### config.mk
export PLATFORM = sky130hd
export DESIGN_NAME = sdram_arbiter_flat
export DESIGN_NICKNAME = d
export VERILOG_FILES = /design/src/rtl/sdram_arbiter_if.sv /design/src/rtl/sdram_arbiter.sv /design/src/flat_wrapper.sv
export SDC_FILE = /design/constraint.sdc
export NUM_CORES = 1
export LEC_CHECK = 0
export CAP_MARGIN = 15
export CORE_MARGIN = 8
export CORE_UTILIZATION = 36
export DETAILED_ROUTE_END_ITERATION = 8
export PLACE_DENSITY = 0.82
export RECOVER_POWER = 100
export SLEW_MARGIN = 20
export SYNTH_ARGS = -nofsm -noshare
export SYNTH_HDL_FRONTEND = slang
export SYNTH_SLANG_ARGS = --single-unit
### constraint.sdc
create_clock -name clk -period 1.9 [get_ports clk]
set_input_delay 0.57 -clock clk [delete_from_list [all_inputs] [get_ports clk]]
set_output_delay 0.57 -clock clk [all_outputs]
set_load 0.1 [all_outputs]
### src/rtl/sdram_arbiter_if.sv
// Bundle of master-side request/response signals and SDRAM-controller-side signals
// shared by the arbiter (slave view) and the surrounding masters/controller (master view).
interface sdram_arbiter_if #(
    parameter int NUM_PORTS = 3,
    parameter int ADDR_W    = 26,
    parameter int DATA_W    = 32
);
    localparam int ID_W   = $clog2(NUM_PORTS);
    localparam int MASK_W = DATA_W / 8;

    logic [NUM_PORTS-1:0]        port_req;
    logic [NUM_PORTS*ADDR_W-1:0] port_addr;
    logic [NUM_PORTS-1:0]        port_write;
    logic [NUM_PORTS-1:0]        port_burst;
    logic [NUM_PORTS*DATA_W-1:0] port_wdata;
    logic [NUM_PORTS*MASK_W-1:0] port_wmask;
    logic [NUM_PORTS-1:0]        port_ack;
    logic [NUM_PORTS-1:0]        port_rdvalid;
    logic [NUM_PORTS-1:0]        port_complete;
    logic [DATA_W-1:0]           port_rdata;

    logic                        sdram_req;
    logic [ADDR_W-1:0]           sdram_addr;
    logic                        sdram_write;
    logic                        sdram_burst;
    logic [DATA_W-1:0]           sdram_wdata;
    logic [MASK_W-1:0]           sdram_wmask;
    logic                        sdram_ack;
    logic [DATA_W-1:0]           sdram_rdata;
    logic                        sdram_rdvalid;
    logic                        sdram_complete;

    logic                        busy;
    logic [ID_W-1:0]             grant_id;

    modport slave (
        input  port_req, port_addr, port_write, port_burst, port_wdata, port_wmask,
        input  sdram_ack, sdram_rdata, sdram_rdvalid, sdram_complete,
        output port_ack, port_rdvalid, port_complete, port_rdata,
        output sdram_req, sdram_addr, sdram_write, sdram_burst, sdram_wdata, sdram_wmask,
        output busy, grant_id
    );

    modport master (
        output port_req, port_addr, port_write, port_burst, port_wdata, port_wmask,
        output sdram_ack, sdram_rdata, sdram_rdvalid, sdram_complete,
        input  port_ack, port_rdvalid, port_complete, port_rdata,
        input  sdram_req, sdram_addr, sdram_write, sdram_burst, sdram_wdata, sdram_wmask,
        input  busy, grant_id
    );
endinterface

### src/rtl/sdram_arbiter.sv
// Single-outstanding SDRAM request arbiter: port 0 has fixed priority, ports 1..N-1
// share round-robin. Read beats and completion are routed only to the current owner.
module sdram_arbiter #(
    parameter int NUM_PORTS = 3,
    parameter int ADDR_W    = 26,
    parameter int DATA_W    = 32
) (
    input logic          clk,
    input logic          reset,
    sdram_arbiter_if.slave bus
);
    localparam int ID_W   = $clog2(NUM_PORTS);
    localparam int MASK_W = DATA_W / 8;

    typedef enum logic [1:0] {IDLE, ISSUE, WAIT} state_t;

    state_t              state;
    logic [ID_W-1:0]     grant_id;
    logic [ID_W-1:0]     rr_ptr;
    logic                sdram_req;
    logic [ADDR_W-1:0]   addr_q;
    logic                write_q;
    logic                burst_q;
    logic [DATA_W-1:0]   wdata_q;
    logic [MASK_W-1:0]   wmask_q;

    logic [ID_W-1:0]      winner;
    logic [ID_W-1:0]      win_hi;
    logic [ID_W-1:0]      win_lo;
    logic                 hit_hi;
    logic [ID_W-1:0]      rr_next;
    logic [NUM_PORTS-1:0] owner;

    // Lowest requester at/after rr_ptr wins; otherwise wrap to the lowest requester >= 1.
    always_comb begin
        win_hi = '0;
        win_lo = '0;
        hit_hi = 1'b0;
        for (int p = NUM_PORTS - 1; p >= 1; p--) begin
            if (bus.port_req[p]) begin
                win_lo = ID_W'(p);
                if (ID_W'(p) >= rr_ptr) begin
                    win_hi = ID_W'(p);
                    hit_hi = 1'b1;
                end
            end
        end
        if (bus.port_req[0]) begin
            winner = '0;
        end else if (hit_hi) begin
            winner = win_hi;
        end else begin
            winner = win_lo;
        end
    end

    assign rr_next = (grant_id == ID_W'(NUM_PORTS - 1)) ? ID_W'(1) : grant_id + ID_W'(1);
    assign owner   = NUM_PORTS'(1) << grant_id;

    always_ff @(posedge clk) begin
        if (reset) begin
            state     <= IDLE;
            sdram_req <= 1'b0;
            grant_id  <= '0;
            rr_ptr    <= ID_W'(1);
            addr_q    <= '0;
            write_q   <= 1'b0;
            burst_q   <= 1'b0;
            wdata_q   <= '0;
            wmask_q   <= '0;
        end else begin
            case (state)
                IDLE: begin
                    if (|bus.port_req) begin
                        addr_q    <= bus.port_addr[int'(winner)*ADDR_W +: ADDR_W];
                        write_q   <= bus.port_write[winner];
                        burst_q   <= bus.port_burst[winner] & ~bus.port_write[winner];
                        wdata_q   <= bus.port_wdata[int'(winner)*DATA_W +: DATA_W];
                        wmask_q   <= bus.port_wmask[int'(winner)*MASK_W +: MASK_W];
                        grant_id  <= winner;
                        sdram_req <= 1'b1;
                        state     <= ISSUE;
                    end
                end
                ISSUE: begin
                    if (bus.sdram_ack) begin
                        sdram_req <= 1'b0;
                        if (bus.sdram_complete) begin
                            state <= IDLE;
                            if (grant_id != '0) rr_ptr <= rr_next;
                        end else begin
                            state <= WAIT;
                        end
                    end
                end
                WAIT: begin
                    if (bus.sdram_complete) begin
                        state <= IDLE;
                        if (grant_id != '0) rr_ptr <= rr_next;
                    end
                end
                default: state <= IDLE;
            endcase
        end
    end

    assign bus.port_ack      = (state == ISSUE && bus.sdram_ack) ? owner : '0;
    assign bus.port_rdvalid  = (state == WAIT && bus.sdram_rdvalid) ? owner : '0;
    // A write retired in the same cycle as its ack still owes the owner its completion pulse.
    assign bus.port_complete = (bus.sdram_complete &&
                                (state == WAIT || (state == ISSUE && bus.sdram_ack))) ? owner : '0;
    assign bus.port_rdata    = bus.sdram_rdata;

    assign bus.sdram_req   = sdram_req;
    assign bus.sdram_addr  = addr_q;
    assign bus.sdram_write = write_q;
    assign bus.sdram_burst = burst_q;
    assign bus.sdram_wdata = wdata_q;
    assign bus.sdram_wmask = wmask_q;
    assign bus.busy        = (state != IDLE);
    assign bus.grant_id    = grant_id;
endmodule

### src/flat_wrapper.sv
// flat-port wrapper written by rule: the top's interface ports become plain ports
module sdram_arbiter_flat 
#(
    parameter int NUM_PORTS = 3,
    parameter int ADDR_W    = 26,
    parameter int DATA_W    = 32
)
  (clk, reset, bus_port_req, bus_port_addr, bus_port_write, bus_port_burst, bus_port_wdata, bus_port_wmask, bus_sdram_ack, bus_sdram_rdata, bus_sdram_rdvalid, bus_sdram_complete, bus_port_ack, bus_port_rdvalid, bus_port_complete, bus_port_rdata, bus_sdram_req, bus_sdram_addr, bus_sdram_write, bus_sdram_burst, bus_sdram_wdata, bus_sdram_wmask, bus_busy, bus_grant_id);
  sdram_arbiter_if #(.NUM_PORTS(NUM_PORTS), .ADDR_W(ADDR_W), .DATA_W(DATA_W)) bus_i ();
  input logic clk;
  input logic reset;
  input wire logic [$bits(bus_i.port_req)-1:0] bus_port_req;
  input wire logic [$bits(bus_i.port_addr)-1:0] bus_port_addr;
  input wire logic [$bits(bus_i.port_write)-1:0] bus_port_write;
  input wire logic [$bits(bus_i.port_burst)-1:0] bus_port_burst;
  input wire logic [$bits(bus_i.port_wdata)-1:0] bus_port_wdata;
  input wire logic [$bits(bus_i.port_wmask)-1:0] bus_port_wmask;
  input wire logic [$bits(bus_i.sdram_ack)-1:0] bus_sdram_ack;
  input wire logic [$bits(bus_i.sdram_rdata)-1:0] bus_sdram_rdata;
  input wire logic [$bits(bus_i.sdram_rdvalid)-1:0] bus_sdram_rdvalid;
  input wire logic [$bits(bus_i.sdram_complete)-1:0] bus_sdram_complete;
  output wire logic [$bits(bus_i.port_ack)-1:0] bus_port_ack;
  output wire logic [$bits(bus_i.port_rdvalid)-1:0] bus_port_rdvalid;
  output wire logic [$bits(bus_i.port_complete)-1:0] bus_port_complete;
  output wire logic [$bits(bus_i.port_rdata)-1:0] bus_port_rdata;
  output wire logic [$bits(bus_i.sdram_req)-1:0] bus_sdram_req;
  output wire logic [$bits(bus_i.sdram_addr)-1:0] bus_sdram_addr;
  output wire logic [$bits(bus_i.sdram_write)-1:0] bus_sdram_write;
  output wire logic [$bits(bus_i.sdram_burst)-1:0] bus_sdram_burst;
  output wire logic [$bits(bus_i.sdram_wdata)-1:0] bus_sdram_wdata;
  output wire logic [$bits(bus_i.sdram_wmask)-1:0] bus_sdram_wmask;
  output wire logic [$bits(bus_i.busy)-1:0] bus_busy;
  output wire logic [$bits(bus_i.grant_id)-1:0] bus_grant_id;
  assign bus_i.port_req = bus_port_req;
  assign bus_i.port_addr = bus_port_addr;
  assign bus_i.port_write = bus_port_write;
  assign bus_i.port_burst = bus_port_burst;
  assign bus_i.port_wdata = bus_port_wdata;
  assign bus_i.port_wmask = bus_port_wmask;
  assign bus_i.sdram_ack = bus_sdram_ack;
  assign bus_i.sdram_rdata = bus_sdram_rdata;
  assign bus_i.sdram_rdvalid = bus_sdram_rdvalid;
  assign bus_i.sdram_complete = bus_sdram_complete;
  assign bus_port_ack = bus_i.port_ack;
  assign bus_port_rdvalid = bus_i.port_rdvalid;
  assign bus_port_complete = bus_i.port_complete;
  assign bus_port_rdata = bus_i.port_rdata;
  assign bus_sdram_req = bus_i.sdram_req;
  assign bus_sdram_addr = bus_i.sdram_addr;
  assign bus_sdram_write = bus_i.sdram_write;
  assign bus_sdram_burst = bus_i.sdram_burst;
  assign bus_sdram_wdata = bus_i.sdram_wdata;
  assign bus_sdram_wmask = bus_i.sdram_wmask;
  assign bus_busy = bus_i.busy;
  assign bus_grant_id = bus_i.grant_id;
  sdram_arbiter #(.NUM_PORTS(NUM_PORTS), .ADDR_W(ADDR_W), .DATA_W(DATA_W)) u_core (.clk(clk), .reset(reset), .bus(bus_i));
endmodule
==> results by group <==
Status
  – Status: finished with violations
  – Failing checks: negative setup slack

Worst setup path
  – Flop2flop setup slack: 240 ps
  – CP Capture Type: primary output
  – CP peak stage delay: 350 ps
  – Setup Crit Path Kind: flop to primary output
  – RR Startpoint: u_core.rr_ptr[0]
  – Worst setup SP type: flop
  – Reg-to-reg endpoint: u_core.bus.sdram_wdata[27]
  – CP max FO: 4
  – CP Cell Sequence: nand3b_1, nand2_2, nand2_4, nor3_4, buf_12
  – Worst endpoint data arrival time: 1460 ps
  – Critical Path RT: 1330 ps
  – Worst Reg2Reg Path Length in Cells: 6
  – Critical path's slowest cell: dfxtp_4

Clock network
  – CTS buffer count: 9
  – Longest Clk Path Bufs: 2
  – CTS Hold Bufs: 0
  – CTS tree: done
  – H-tree levels: 3
  – Clock latency on the worst-skew pair: 320 ps
  – CTS Root Buffer Type: clkbuf_16
  – Clock transition at path regs: 50 ps
  – Clock Sink Count: 71

Min path
  – Hold Crit Endpoint: u_core.bus.sdram_wdata[11]
  – HP Start: u_core.bus.sdram_wdata[11]
  – Worst Hold Class: flop to flop
  – Worst hold stages: 2

Synthesis
  – Flops & latches, synth: 71
  – Synth area leaders: dfxtp_1, o32ai_2, a211oi_2
  – Post-Synthesis Cells: 526
  – Main synth FF type: dfxtp_1
  – Synthesized net count: 758
  – Number of synthesized flops with an enable pin: 0
  – Yosys cell types: 34
  – Post-synth top area cell: dfxtp_1
  – Seq/Total Area, Yosys: 0.286
  – Mapped Area: 4970 um2
  – Asr flop ratio synth: 0
  – Post-Syn Area per Cell: 9.46 um2
  – Ys Warns: 0
  – Top-area cell type share of the netlist area: 0.286

Global route
  – Gr usage total: 0.237
  – Largest net degree at the start of global routing: 66
  – Vias in the first global route: 6011
  – Remaining Overflow, GRT: 0
  – Initial antenna violation count: 2
  – First-pass GRT wire length: 33.7 mm

Place
  – Port-buffer cells: 276
  – Dpl hpwl: 16.0 mm
  – Dpl cells: 930
  – Final GP Congestion: 0.875

STA
  – Highest Clock Rate: 0.493 GHz
  – Final Hold Viols: 0
  – Fraction of the cycle the final worst path needs: 1.07
  – Tmin final: 2030 ps
  – Final Skew: 5.28 ps
  – Slew @ Worst Pin: 592 ps
  – Final worst slack: -130 ps
  – Final hold slack: 477 ps
  – Final Setup Violations: 17
  – RSZ-0062 raised after global routing: yes
  – Slew margin rel.: 0.607
  – Slew Limit Fails: 0

Floorplan
  – Chip width: 134 um
  – I/O pins: 341
  – Die Span Y: 134 um
  – Row count: 43
  – Core Footprint: 13700 um2
  – Die Area: 17800 um2
  – Starting Density: 0.364

Routing
  – DRC: 0
  – Routed wire length per instance: 23.7 um
  – Number of routed nets with antenna violations: 0
  – Routed vias: 5420
  – DRT Pass-1 Iters: 4
  – Total wire length: 23.0 mm
  – Drt via density: 5.58
  – Initial DRC Count: 220

Finish
  – Fraction of layout cells with a size suffix above 1: 0.381
  – Layout Nets: 1018
  – Multi-input logic area: 3150 um2
  – Layout area overhead: 69.9%
  – Number of fill cells in the layout: 1105
  – Final std cells w/o fill: 971
  – Sequential cell area: 1430 um2

Power
  – Peak supply drop: 0.422 mV
  – LEAKAGE: 3.44 nW
  – Pwr/cell area: 732 nW/um2

Flow run
  – Max-cap viol count: 0
-- per-layer routing --
metal / wire [um] / global-route usage
met1: 8590 / 0.249
met2: 11600 / 0.414
met3: 1870 / 0.0798
met4: 935 / 0.124
met5: 12 / 0
-- Yosys cell counts, drive strengths merged, types with 2 or more instances --
cell type	number
nand2	68
and3	63
nand2b	5
buf	63
nor2	73
mux2i	2
a31oi	3
a211oi	66
o32ai	63
a21oi	3
inv	2
nand3b	3
dfxtp	71
nor3	4
clkbuf	26
-- registers in the layout (all words and copies together), names as in the netlist --
signal	flops
u_core.bus.sdram_wdata	32
u_core.bus.sdram_addr	26
u_core.bus.sdram_wmask	4
u_core.bus.grant_id	2
u_core.rr_ptr	2
u_core.state	2
u_core.bus.sdram_burst	1
u_core.bus.sdram_req	1
u_core.bus.sdram_write	1
-- how the worst max path moves through the flow --
| stage | cells past startpoint | slack (ps) | start | end |
|---|---|---|---|---|
| finish | 5 | -130 | u_core.state[1] | bus_port_complete[0] |
| global route | 5 | -170 | u_core.state[1] | bus_port_complete[0] |
| CTS | 5 | -130 | u_core.state[1] | bus_port_complete[0] |
| detailed placement | 6 | -530 | bus_sdram_ack | bus_port_complete[0] |
| global placement | 6 | -450 | bus_sdram_ack | bus_port_complete[0] |
| floorplan | 4 | -570 | bus_sdram_ack | bus_port_complete[0] |
-- what timing repair did --
| action | 4_1_cts | 5_1_grt |
|---|---|---|
| setup endpoints to repair | 26 | 72 |
| setup buffers | 10 | 4 |
| gates cloned | 3 | 8 |
| gates resized for setup | 23 | 17 |
| pin swaps | 9 | 12 |
-- through the flow --
step	TNS, ps	utilization	instance area, um2	power, mW	setup slack (ps)
after detailed placement	-25440	0.639	8730	5.07	-528
after floorplan	-3020	-	5110	3.97	-570
after global placement	-22560	0.639	8730	5.01	-446
after CTS	-726	0.675	9230	6.72	-128
final	-775	0.619	8450	6.19	-130
after global routing	-2390	0.619	8450	6.41	-172
-- area by class of cell --
cell class,instances,area share
inverter,2,0.000888
timing repair buffer,337,0.397
antenna,1,0.000296
clock buffer,15,0.0329
sequential,71,0.170
tap,180,0.0266
multi-input combinational,365,0.373
-- cells in the final DEF (no fill, tap or decap), types with 2 or more instances in the layout --
cell type        count
a211oi_1             4
a211oi_2            60
a211oi_4             2
a21oi_1              2
a31oi_1              3
and3_1              63
buf_12              24
buf_2                3
buf_4               24
buf_6               11
buf_8                3
bufbuf_16            2
clkbuf_1             4
clkbuf_16           13
clkbuf_2            66
clkbuf_8             3
clkdlybuf4s50_1    194
dfxtp_1             67
dfxtp_4              3
dlymetal6s2s_1       2
mux2i_1              2
nand2_1             63
nand2_4              4
nand2b_1             3
nand2b_4             2
nand3b_1             3
nor2_1              68
nor2_4               4
nor3_4               3
o32ai_1              3
o32ai_2             60
-- kinds of logic (layout without fill, tap and decap cells) --
family	Yosys count	after routing	share of synthesized area
simple gates	223	224	0.219
compound gates	139	139	0.374
buf+inv	91	354	0.118
flops	71	71	0.286
mux	2	2	0.00402
other cells	0	1	0
-- worst max-delay path, delay by kind of cell (launching register included) --
family,cells,cell delay [ps]
flops,1,350
simple gates,4,580
buf+inv,1,200
-- power breakdown --
part | internal, mW | total [mW] | leakage [nW] | switching, mW
Clock | 0.987 | 1.61 | 0.136 | 0.619
Combinational | 0.990 | 2.85 | 2.72 | 1.86
Sequential | 1.64 | 1.73 | 0.589 | 0.0896
(Power assumes the default switching activity.)
